[src/rtl/spi_cmd_decoder.sv]
// SPI command decoder: the first byte of each frame selects a target module and a read or write.
// Writes take the next byte as data; reads return one byte fetched from the selected module.
module spi_cmd_decoder (
  input  logic       i_sys_clk,
  input  logic       i_rst_b,
  input  logic [7:0] i_rx_byte,
  input  logic       i_rx_valid,
  input  logic       i_frame_active,
  input  logic [7:0] i_rd_data_sys,
  input  logic [7:0] i_rd_data_io,
  input  logic [7:0] i_rd_data_smi,
  output logic [4:0] o_ioc,
  output logic [7:0] o_data_out,
  output logic       o_cs_sys,
  output logic       o_cs_io,
  output logic       o_cs_smi,
  output logic       o_fetch_cmd,
  output logic       o_load_cmd,
  output logic [7:0] o_tx_byte,
  output logic       o_tx_load,
  output logic [7:0] o_err_count,
  output logic [2:0] o_state
);

  typedef enum logic [2:0] {
    ST_IDLE     = 3'd0,
    ST_DATA_W   = 3'd1,
    ST_READ_F   = 3'd2,
    ST_READ_C   = 3'd3,
    ST_WAIT_END = 3'd4
  } state_e;

  state_e     state_q, state_d;
  logic [4:0] ioc_q, ioc_d;
  logic [7:0] data_q, data_d;
  logic [2:0] cs_q, cs_d;          // {smi, io, sys}
  logic       fetch_q, fetch_d;
  logic       load_q, load_d;
  logic [7:0] tx_byte_q, tx_byte_d;
  logic       tx_load_q, tx_load_d;
  logic [7:0] err_q, err_d;

  logic       cmd_rd;
  logic [1:0] cmd_mod;

  assign cmd_rd  = i_rx_byte[7];
  assign cmd_mod = i_rx_byte[6:5];

  // State register and all registered outputs
  always_ff @(posedge i_sys_clk) begin
    if (!i_rst_b) begin
      state_q   <= ST_IDLE;
      ioc_q     <= '0;
      data_q    <= '0;
      cs_q      <= '0;
      fetch_q   <= 1'b0;
      load_q    <= 1'b0;
      tx_byte_q <= '0;
      tx_load_q <= 1'b0;
      err_q     <= '0;
    end else begin
      state_q   <= state_d;
      ioc_q     <= ioc_d;
      data_q    <= data_d;
      cs_q      <= cs_d;
      fetch_q   <= fetch_d;
      load_q    <= load_d;
      tx_byte_q <= tx_byte_d;
      tx_load_q <= tx_load_d;
      err_q     <= err_d;
    end
  end

  // Next-state logic; a dropped chip-select always returns to IDLE
  always_comb begin
    state_d = state_q;
    if (!i_frame_active) begin
      state_d = ST_IDLE;
    end else begin
      case (state_q)
        ST_IDLE: begin
          if (i_rx_valid) begin
            if (cmd_mod == 2'b11) state_d = ST_WAIT_END;
            else if (cmd_rd)      state_d = ST_READ_F;
            else                  state_d = ST_DATA_W;
          end
        end
        ST_DATA_W:   if (i_rx_valid) state_d = ST_WAIT_END;
        ST_READ_F:   state_d = ST_READ_C;
        ST_READ_C:   state_d = ST_WAIT_END;
        ST_WAIT_END: state_d = ST_WAIT_END;
        default:     state_d = ST_IDLE;
      endcase
    end
  end

  // Output logic; strobes default low so each is a single-cycle pulse
  always_comb begin
    ioc_d     = ioc_q;
    data_d    = data_q;
    cs_d      = cs_q;
    fetch_d   = 1'b0;
    load_d    = 1'b0;
    tx_byte_d = tx_byte_q;
    tx_load_d = 1'b0;
    err_d     = err_q;
    if (!i_frame_active) begin
      cs_d = '0;
    end else begin
      case (state_q)
        ST_IDLE: begin
          if (i_rx_valid) begin
            ioc_d = i_rx_byte[4:0];
            case (cmd_mod)
              2'b00:   cs_d = 3'b001;
              2'b01:   cs_d = 3'b010;
              2'b10:   cs_d = 3'b100;
              default: cs_d = 3'b000;
            endcase
            if (cmd_mod == 2'b11) begin
              err_d = (err_q == 8'hFF) ? err_q : err_q + 8'd1;
            end else begin
              fetch_d = cmd_rd;
            end
          end
        end
        ST_DATA_W: begin
          if (i_rx_valid) begin
            data_d = i_rx_byte;
            load_d = 1'b1;
          end
        end
        ST_READ_C: begin
          case (cs_q)
            3'b001:  tx_byte_d = i_rd_data_sys;
            3'b010:  tx_byte_d = i_rd_data_io;
            3'b100:  tx_byte_d = i_rd_data_smi;
            default: tx_byte_d = 8'h00;
          endcase
          tx_load_d = 1'b1;
        end
        default: ;
      endcase
    end
  end

  assign o_ioc       = ioc_q;
  assign o_data_out  = data_q;
  assign o_cs_sys    = cs_q[0];
  assign o_cs_io     = cs_q[1];
  assign o_cs_smi    = cs_q[2];
  assign o_fetch_cmd = fetch_q;
  assign o_load_cmd  = load_q;
  assign o_tx_byte   = tx_byte_q;
  assign o_tx_load   = tx_load_q;
  assign o_err_count = err_q;
  assign o_state     = state_q;

endmodule

[config.mk]
export PLATFORM = sky130hd
export DESIGN_NAME = spi_cmd_decoder
export DESIGN_NICKNAME = d
export VERILOG_FILES = /design/src/rtl/spi_cmd_decoder.sv
export SDC_FILE = /design/constraint.sdc
export NUM_CORES = 1
export LEC_CHECK = 0
export ABC_CLOCK_PERIOD_IN_PS = 6200
export CORE_MARGIN = 3
export CORE_UTILIZATION = 36
export CTS_CLUSTER_SIZE = 8
export DETAILED_ROUTE_END_ITERATION = 10
export PLACE_DENSITY = 0.75
export SLEW_MARGIN = 40
export SYNTH_ARGS = -nofsm -noshare
export SYNTH_HDL_FRONTEND = slang
export SYNTH_SLANG_ARGS = --single-unit
[constraint.sdc]
create_clock -name i_sys_clk -period 6.2 [get_ports i_sys_clk]
set_clock_uncertainty 0.15 [all_clocks]
set_input_delay 1.24 -clock i_sys_clk [delete_from_list [all_inputs] [get_ports i_sys_clk]]
set_output_delay 1.24 -clock i_sys_clk [all_outputs]
set_load 0.005 [all_outputs]
==> results.toml, run 1 <==
[synth]
synth_seq_cells = 38
async_reset_ff_share_pct = 0
synthTopCellsByArea = "dfxtp_1 (43%), mux2i_1 (9.0%), nand2_1 (4.7%)"
avgSynthCellArea_um2 = 8.746
synth_top_area_cell = "dfxtp_1"
synth_edf_count = 0
synth_cell_types = 41
netlist.area_leader.share_pct = 42.85
yosysSeqAreaShare_pct = 42.85
syn-num-nets = 240
yosysWarnings = 0
ys.flop_type = "dfxtp_1"
netlist_area_um2 = 1775
synthCells = 203

[finish]
final_common_cell = "clkdlybuf4s50_1"
final_cells = 335
final_cell_mix = "clkdlybuf4s50_1 (73), dfxtp_1 (38), nand2_1 (22), nor2_1 (22)"
final_nets = 308
drive_gt1_share_pct = 4.074
areaGrowthSynthToFinish_pct = 48.13
n_antenna_cell = 0
utilization_pct = 57.62
num-fill-cells = 443

[global_route]
grt.total_usage_pct = 15.87
antenna_found_initial = 0
grt_overflow = 0
grt_max_degree = 28
grt_pass1_vias = 1575
grt_pass1_wl_um = 7514

[clock_network]
clk_pin_slew_ns = 0.06
clockRootBuffer = "clkbuf_8"
clockBufferDepth = 2
clock_latency_ns = 0.28
numCtsBuffers = 5
ctsResizeCount = 0
clock_sinks = 38
ctsHoldBuffers = 0
postCtsSetupBuffers = 0
htreeDepth = 2
cts_tree = "yes"

[die]
row_count = 24
die_h_um = 76.23
core_um2 = 4564
num_io_pins = 74
die_w_um = 76.23
dieArea_um2 = 5810
initial_core_util_pct = 38.90

[timing]
post-route-period-util_pct = 53.72
hold_viol_final = 0
relSlewSlack_pct = 51.76
max_freq_mhz = 300.2
final.setup.worst_slack_ns = 2.869
setup_viol = 0
setup_tns_ns = 0
timing.hold.ws_ns = 0.3023
tightestPinTransition_ns = 0.7191
maxSlewViolCount = 0
min_period_ns = 3.331
rsz0062_at_grt = "false"

[job]
maxCapViolations = 0

[placement]
place_hpwl_um = 3356
port_buffers = 73
gp_congestion = 0.7690
post-place-ws_ns = 2.586
placed_cells = 329

[power_and_ir_drop]
pwr-share-clk_pct = 34.5
peakVddDrop_uv = 138.3
power.internal_w = 0.0003687
swShare_pct = 21.77
p_sw_w = 0.0001026
p_comb_share_pct = 11.9
power_density_nw_per_um2 = 179.2
p_leak_nw = 0.8715
power_frac_seq_pct = 53.6

[drt]
viasPerCell = 5.066
ant_nets = 0
wl_per_cell_um = 13.53
vias = 1697
first_iter_violations = 38
wl_um = 4532
drcViolationCount = 0
first_pass_iters = 4

[critical_path]
cp_max_fo = 15
crit_arrival_ns = 3.38
critPathRequiredTime_ns = 6.25
crit_type = "in -> reg"
critPathLaunchType = "input port"
endpoint_kind = "flop"

[min_path]
hold_class = "reg -> reg"

[status]
status = "finished, final reports clean"
[registers in the layout, summed over array words and instances, names as in the netlist]
register / cells
o_err_count: 8
o_tx_byte: 8
o_state: 3
o_fetch_cmd: 1
o_data_out: 8
o_ioc: 5
cs_q: 3
o_load_cmd: 1
o_tx_load: 1
[power by group through the flow]
stage,Sequential [W],Clock [W],Combinational [W]
after global routing,0.000253,0.000181,0.0000614
after floorplan,0.000256,0,0.0000224
after detailed placement,0.000258,0,0.0000562
after CTS,0.000252,0.000169,0.0000566
final,0.000252,0.000162,0.0000563
after global placement,0.000258,0,0.0000554
[cells by family after synthesis]
kind of cell / count (synthesis) / synth area share, %
fa+ha+maj: 1 / 0.7046
flops: 38 / 42.85
xor+xnor: 1 / 0.4934
simple gates: 82 / 24.59
compound gates: 47 / 17.97
mux: 16 / 9.020
buf+inv: 18 / 4.368
[per-stage QoR]
| step | power (W) | cell area [um2] |
|---|---|---|
| floorplan | 0.0002782 | 1775 |
| global placement | 0.0003130 | 2536 |
| detailed placement | 0.0003141 | 2542 |
| CTS | 0.0004782 | 2625 |
| global route | 0.0004950 | 2630 |
| finish | 0.0004713 | 2630 |
[layer usage]
layer | track usage (%) | vias to the layer above | part of all wire, %
met5 | 0 | - | 0
met4 | 4.348 | 0 | 1.2
met3 | 8.038 | 7 | 8.8
met2 | 24.87 | 60 | 44
met1 | 19.13 | 770 | 46
li1 | - | 860 | -
[cell type report]
class                   instances  area, um2  area share, %
multi-input cells             147      948.4          36.06
clock buffers                   6      82.58          3.140
repair buffers                 74      738.2          28.07
flip-flops and latches         38      760.7          28.92
well taps                      65      81.33          3.092
inverters                       5      18.77         0.7136
[final timing paths]
check	from	end	slack (ns)	depth (start not counted)
worst min-delay path	o_tx_byte[7]	o_tx_byte[7]	0.30	2
worst max-delay path	i_rx_valid	o_err_count[3]	2.87	5
worst max register to register	o_state[1]	o_err_count[3]	3.94	4
worst min register to register	o_tx_byte[7]	o_tx_byte[7]	0.30	2
[cells in the mapped netlist (2+ instances only)]
library cell and instances:
nor4b_1 2, clkbuf_1 8, nor2b_1 9, nor3b_1 2, or4_1 4, inv_1 4
buf_1 2, a21o_1 8, nand2b_1 3, a32oi_1 8, or3_1 3, a21oi_1 16
nor4_1 2, o21ai_0 4, mux2i_1 16, nand2_1 22, o31ai_1 2, dfxtp_1 38
o21a_1 2, nand3b_1 2, nand3_1 5, nor2_1 22
[worst max-delay path, cell delays in order]
cell	delay (ns)
clkdlybuf4s50_1	0.60
nand3b_4	0.10
or4_1	0.72
or4_1	0.58
a21oi_1	0.14
Power figures use the tool's default switching activity.
==> run 2, diff against run 1 <==
Settings changed: ABC_CLOCK_PERIOD_IN_PS 6200 to 3400.
Clock period 6.2 ns to 3.4 ns, I/O delays scaled along.
==> run 2 against run 1 <==
Cell area up 1.5%. Worst hold slack better by 0.0011 ns. Via count increased by 0.47%. Total power up 98%. Non-clock buffer count grew 3. Global-route usage grew 0.15 points. Critical path depth is the same. First-iteration DRC count is 92% higher. Wire length up 2.0%. Critical path type unchanged. Highest routed layer unchanged.
==> results.toml, run 2 (synthesis gave the netlist of run 1 again) <==
[critical_path]
cp_slowest_cell = "or4_1"
cp_max_fo = 15
crit_arrival_ns = 2.82
slowest_delay_ns = 0.72
crit_top_cell = "or4_1"
cp_num_buf_inv = 1
crit_type = "in -> reg"
critPathLaunchType = "input port"
r2r-start = "o_state[1]"
critPathLaunch = "i_rx_valid"
crit_family = "simple AND/OR/NAND/NOR gates"
endpoint_kind = "flop"
crit_path_cell_trace = "clkdlybuf4s50_1 > nand3b_4 > or4_1 > or4_1 > a21oi_1"
critPathRequiredTime_ns = 3.47

[die]
die_w_um = 76.23
num_io_pins = 74
initial_core_util_pct = 38.90
row_count = 24
core_um2 = 4564
die_h_um = 76.23
dieArea_um2 = 5810

[timing]
setup_tns_ns = 0
setup_viol = 0
post-route-period-util_pct = 81.12
min_period_ns = 2.758
tightestPinTransition_ns = 0.6854
max_freq_mhz = 362.6
hold_viol_final = 0
rsz0062_at_grt = "false"
maxSlewViolCount = 0
relSlewSlack_pct = 54.24

[clock_network]
postCtsSetupBuffers = 0
clock_sinks = 38
clockRootBuffer = "clkbuf_8"
ctsHoldBuffers = 0
numCtsBuffers = 5
htreeDepth = 2
clock_latency_ns = 0.28
clockBufferDepth = 2
cts_tree = "yes"
ctsResizeCount = 0
clk_pin_slew_ns = 0.07

[drt]
wl_per_cell_um = 13.60
ant_nets = 0
drcViolationCount = 0
first_pass_iters = 4
vias = 1705
first_iter_violations = 73
viasPerCell = 5.015
wl_um = 4623

[job]
maxCapViolations = 0

[placement]
gp_congestion = 0.7674
port_buffers = 73
place_hpwl_um = 3412

[min_path]
holdCritStartpoint = "o_tx_byte[4]"
hold_class = "reg -> reg"

[finish]
n_antenna_cell = 0
final_common_cell = "clkdlybuf4s50_1"
drive_gt1_share_pct = 4.727
final_nets = 311
areaGrowthSynthToFinish_pct = 50.39
final_cell_mix = "clkdlybuf4s50_1 (73), dfxtp_1 (38), nand2_1 (22), nor2_1 (22)"
num-fill-cells = 438

[global_route]
grt_pass1_wl_um = 7700
grt_max_degree = 28
grt.total_usage_pct = 16.02
grt_overflow = 0
antenna_found_initial = 0
grt_pass1_vias = 1653

[power_and_ir_drop]
power_density_nw_per_um2 = 349.8
peakVddDrop_uv = 278.9
total_power_w = 0.0009340
p_leak_nw = 0.8922

[status]
status = "finished, final reports clean"
[run 2: report_power, final]
part	leakage (nW)	switching, W	total (W)	internal (W)
Clock	0.0524	0.000150	0.000370	0.000220
Combinational	0.533	0.0000385	0.000104	0.0000659
Sequential	0.307	0.00000847	0.000460	0.000452
Total	0.892	0.000197	0.000934	0.000737
[run 2: tightest hold or removal path, delay by kind of cell (launching register included)]
family / cells / cell delay (ns)
flops: 1 / 0.31
simple gates: 1 / 0.05
compound gates: 1 / 0.05
[run 2: final timing paths]
check                                 endpoint  slack (ns)  cells past startpoint
worst max-delay path            o_err_count[3]        0.64                      5
worst min-delay path              o_tx_byte[4]        0.30                      2
worst max register to register  o_err_count[3]        1.16                      4
worst min register to register    o_tx_byte[4]        0.30                      2
[run 2: area by class of cell]
class                      instances  area (um2)  area share, %
clock buffer                       7       76.32          2.858
sequential                        38       760.7          28.49
inverter                           5       18.77         0.7029
multi-input combinational        147       942.2          35.29
clock inverter                     1       30.03          1.125
tap                               65       81.33          3.046
timing repair buffer              77       760.7          28.49
[run 2: through the flow]
| step | hold WS (ns) | utilization [%] | setup slack (ns) | cells | area [um2] |
|---|---|---|---|---|---|
| after floorplan | 0.3027 | - | 1.212 | 203 | 1775 |
| after global placement | 0.2934 | 56.06 | 0.3819 | 332 | 2559 |
| after detailed placement | 0.2959 | 56.06 | 0.3492 | 332 | 2559 |
| after CTS | 0.3069 | 58.39 | 0.6398 | 340 | 2665 |
| after global routing | 0.3279 | 58.50 | 0.5526 | 340 | 2670 |
| final | 0.3034 | 58.50 | 0.6418 | 340 | 2670 |
[run 2: layer usage]
layer / global-route usage [%] / up-vias / wire length [um]
li1: - / 865 / -
met4: 4.348 / 0 / 45
met3: 5.910 / 6 / 348
met5: 0 / - / 0
met1: 19.43 / 773 / 2141
met2: 26.63 / 61 / 2088
==> run 3, diff against run 2 <==
Settings changed: ABC_CLOCK_PERIOD_IN_PS 3400 to 2580.
Clock period 3.4 ns to 2.58 ns, I/O delays scaled along.
==> run 3 against run 2 <==
Cell area is 2.1% higher. Die area is the same. Sequential share of layout area decreased by 0.58 points. Setup slack worse by 0.43 ns. First-iteration DRC count is 40% lower. Sequential cell count stayed put. Clock power increased by 11%. Wire length grew 0.13%. Critical path depth grew 1. Total power up 25%.
==> results.toml, run 3 (synthesis gave the netlist of run 1 again) <==
[status]
status = "finished, final reports clean"

[timing]
final.setup.worst_slack_ns = 0.2148
post-route-period-util_pct = 91.68
tightestPinTransition_ns = 0.6281
hold_viol_final = 0
maxSlewViolCount = 0
rsz0062_at_grt = "false"
timing.hold.ws_ns = 0.3034
max_freq_mhz = 422.8
min_period_ns = 2.365
setup_viol = 0
relSlewSlack_pct = 57.98

[clock_network]
ctsHoldBuffers = 0
numCtsBuffers = 5
htreeDepth = 2
clock_latency_ns = 0.28
cts_tree = "yes"
ctsResizeCount = 0
clk_pin_slew_ns = 0.07
postCtsSetupBuffers = 0
clockRootBuffer = "clkbuf_8"
clock_sinks = 38
clockBufferDepth = 2

[critical_path]
crit_arrival_ns = 2.43
crit_type = "in -> reg"
critPathLaunchType = "input port"
cp_max_fo = 15
critPathRequiredTime_ns = 2.65
endpoint_kind = "flop"

[power_and_ir_drop]
power_density_nw_per_um2 = 427.4
total_power_w = 0.001165
p_leak_nw = 0.9322
peakVddDrop_uv = 304.9

[global_route]
grt_pass1_vias = 1720
grt_max_degree = 28
grt_pass1_wl_um = 7900
grt_overflow = 0
antenna_found_initial = 0
grt.total_usage_pct = 16.39

[finish]
final_common_cell = "clkdlybuf4s50_1"
n_antenna_cell = 0
fin_area_um2 = 2725
final_nets = 321
num-fill-cells = 435
layout.area.seq_um2 = 760.7
final_cells = 350
final_cell_mix = "clkdlybuf4s50_1 (73), dfxtp_1 (38), nand2_1 (22), nor2_1 (22)"
areaGrowthSynthToFinish_pct = 53.49
drive_gt1_share_pct = 8.070
multi_input_area_um2 = 937.1

[drt]
first_pass_iters = 4
first_iter_violations = 44
viasPerCell = 5.037
ant_nets = 0
drcViolationCount = 0
wl_um = 4629
vias = 1763
wl_per_cell_um = 13.23

[placement]
port_buffers = 73
gp_congestion = 0.7710
placed_cells = 342
dpl-instance-area_um2 = 2634
place_hpwl_um = 3446
post-place-ws_ns = -0.08591

[die]
initial_core_util_pct = 38.90
row_count = 24
die_w_um = 76.23
die_h_um = 76.23
core_um2 = 4564
num_io_pins = 74
dieArea_um2 = 5810

[min_path]
hold_class = "reg -> reg"

[job]
maxCapViolations = 0
[run 3: cell count changes in the layout (fill, tap and decap cells not counted)]
cell,change
clkinv_2,+1
bufinv_16,-1
nor3b_1,+1
buf_4,+10
clkbuf_8,+1
clkbuf_1,-1
nor3b_2,-1
[run 3: layout make-up]
cell class	instances	share of cell area, %
multi-input cells	147	34.39
repair buffers	87	30.67
flip-flops and latches	38	27.92
clock buffers	7	3.168
well taps	65	2.984
inverters	5	0.6887
clock inverters	1	0.1837
[run 3: metal layers]
layer / vias to the layer above / routed length (um) / share of wire, % / GRT usage [%]
met2: 65 / 2145 / 46 / 27.07
met1: 801 / 1978 / 43 / 18.91
li1: 889 / - / - / -
met5: - / 0 / 0 / 0
met3: 8 / 433 / 9.4 / 7.092
met4: 0 / 71 / 1.5 / 5.616
[run 3: report_power, final]
| group | internal [W] | switching, W | leakage (nW) | total (W) |
|---|---|---|---|---|
| combinational | 0.0000946 | 0.0000554 | 0.577 | 0.000150 |
| clock | 0.000215 | 0.000196 | 0.0482 | 0.000411 |
| sequential | 0.000595 | 0.00000798 | 0.307 | 0.000603 |
[run 3: path summary, 6_finish.rpt]
path	start	end	slack, ns	cells past startpoint
worst min-delay path	o_tx_byte[0]	o_tx_byte[0]	0.30	2
worst min register to register	o_tx_byte[0]	o_tx_byte[0]	0.30	2
worst max register to register	o_state[1]	o_err_count[3]	0.49	5
worst max-delay path	i_frame_active	o_err_count[3]	0.21	6
[run 3: worst max-delay path, cell delays in order]
cell	delay [ns]
clkdlybuf4s50_1	0.53
nand3b_4	0.09
or4_1	0.46
buf_4	0.20
or4_1	0.50
a21oi_1	0.14
[run 3: per-stage QoR]
stage	util [%]	TNS, ns
global route	59.70	0
global placement	57.70	-0.09778
finish	59.70	0
detailed placement	57.70	-0.1914
floorplan	-	0
CTS	59.70	0
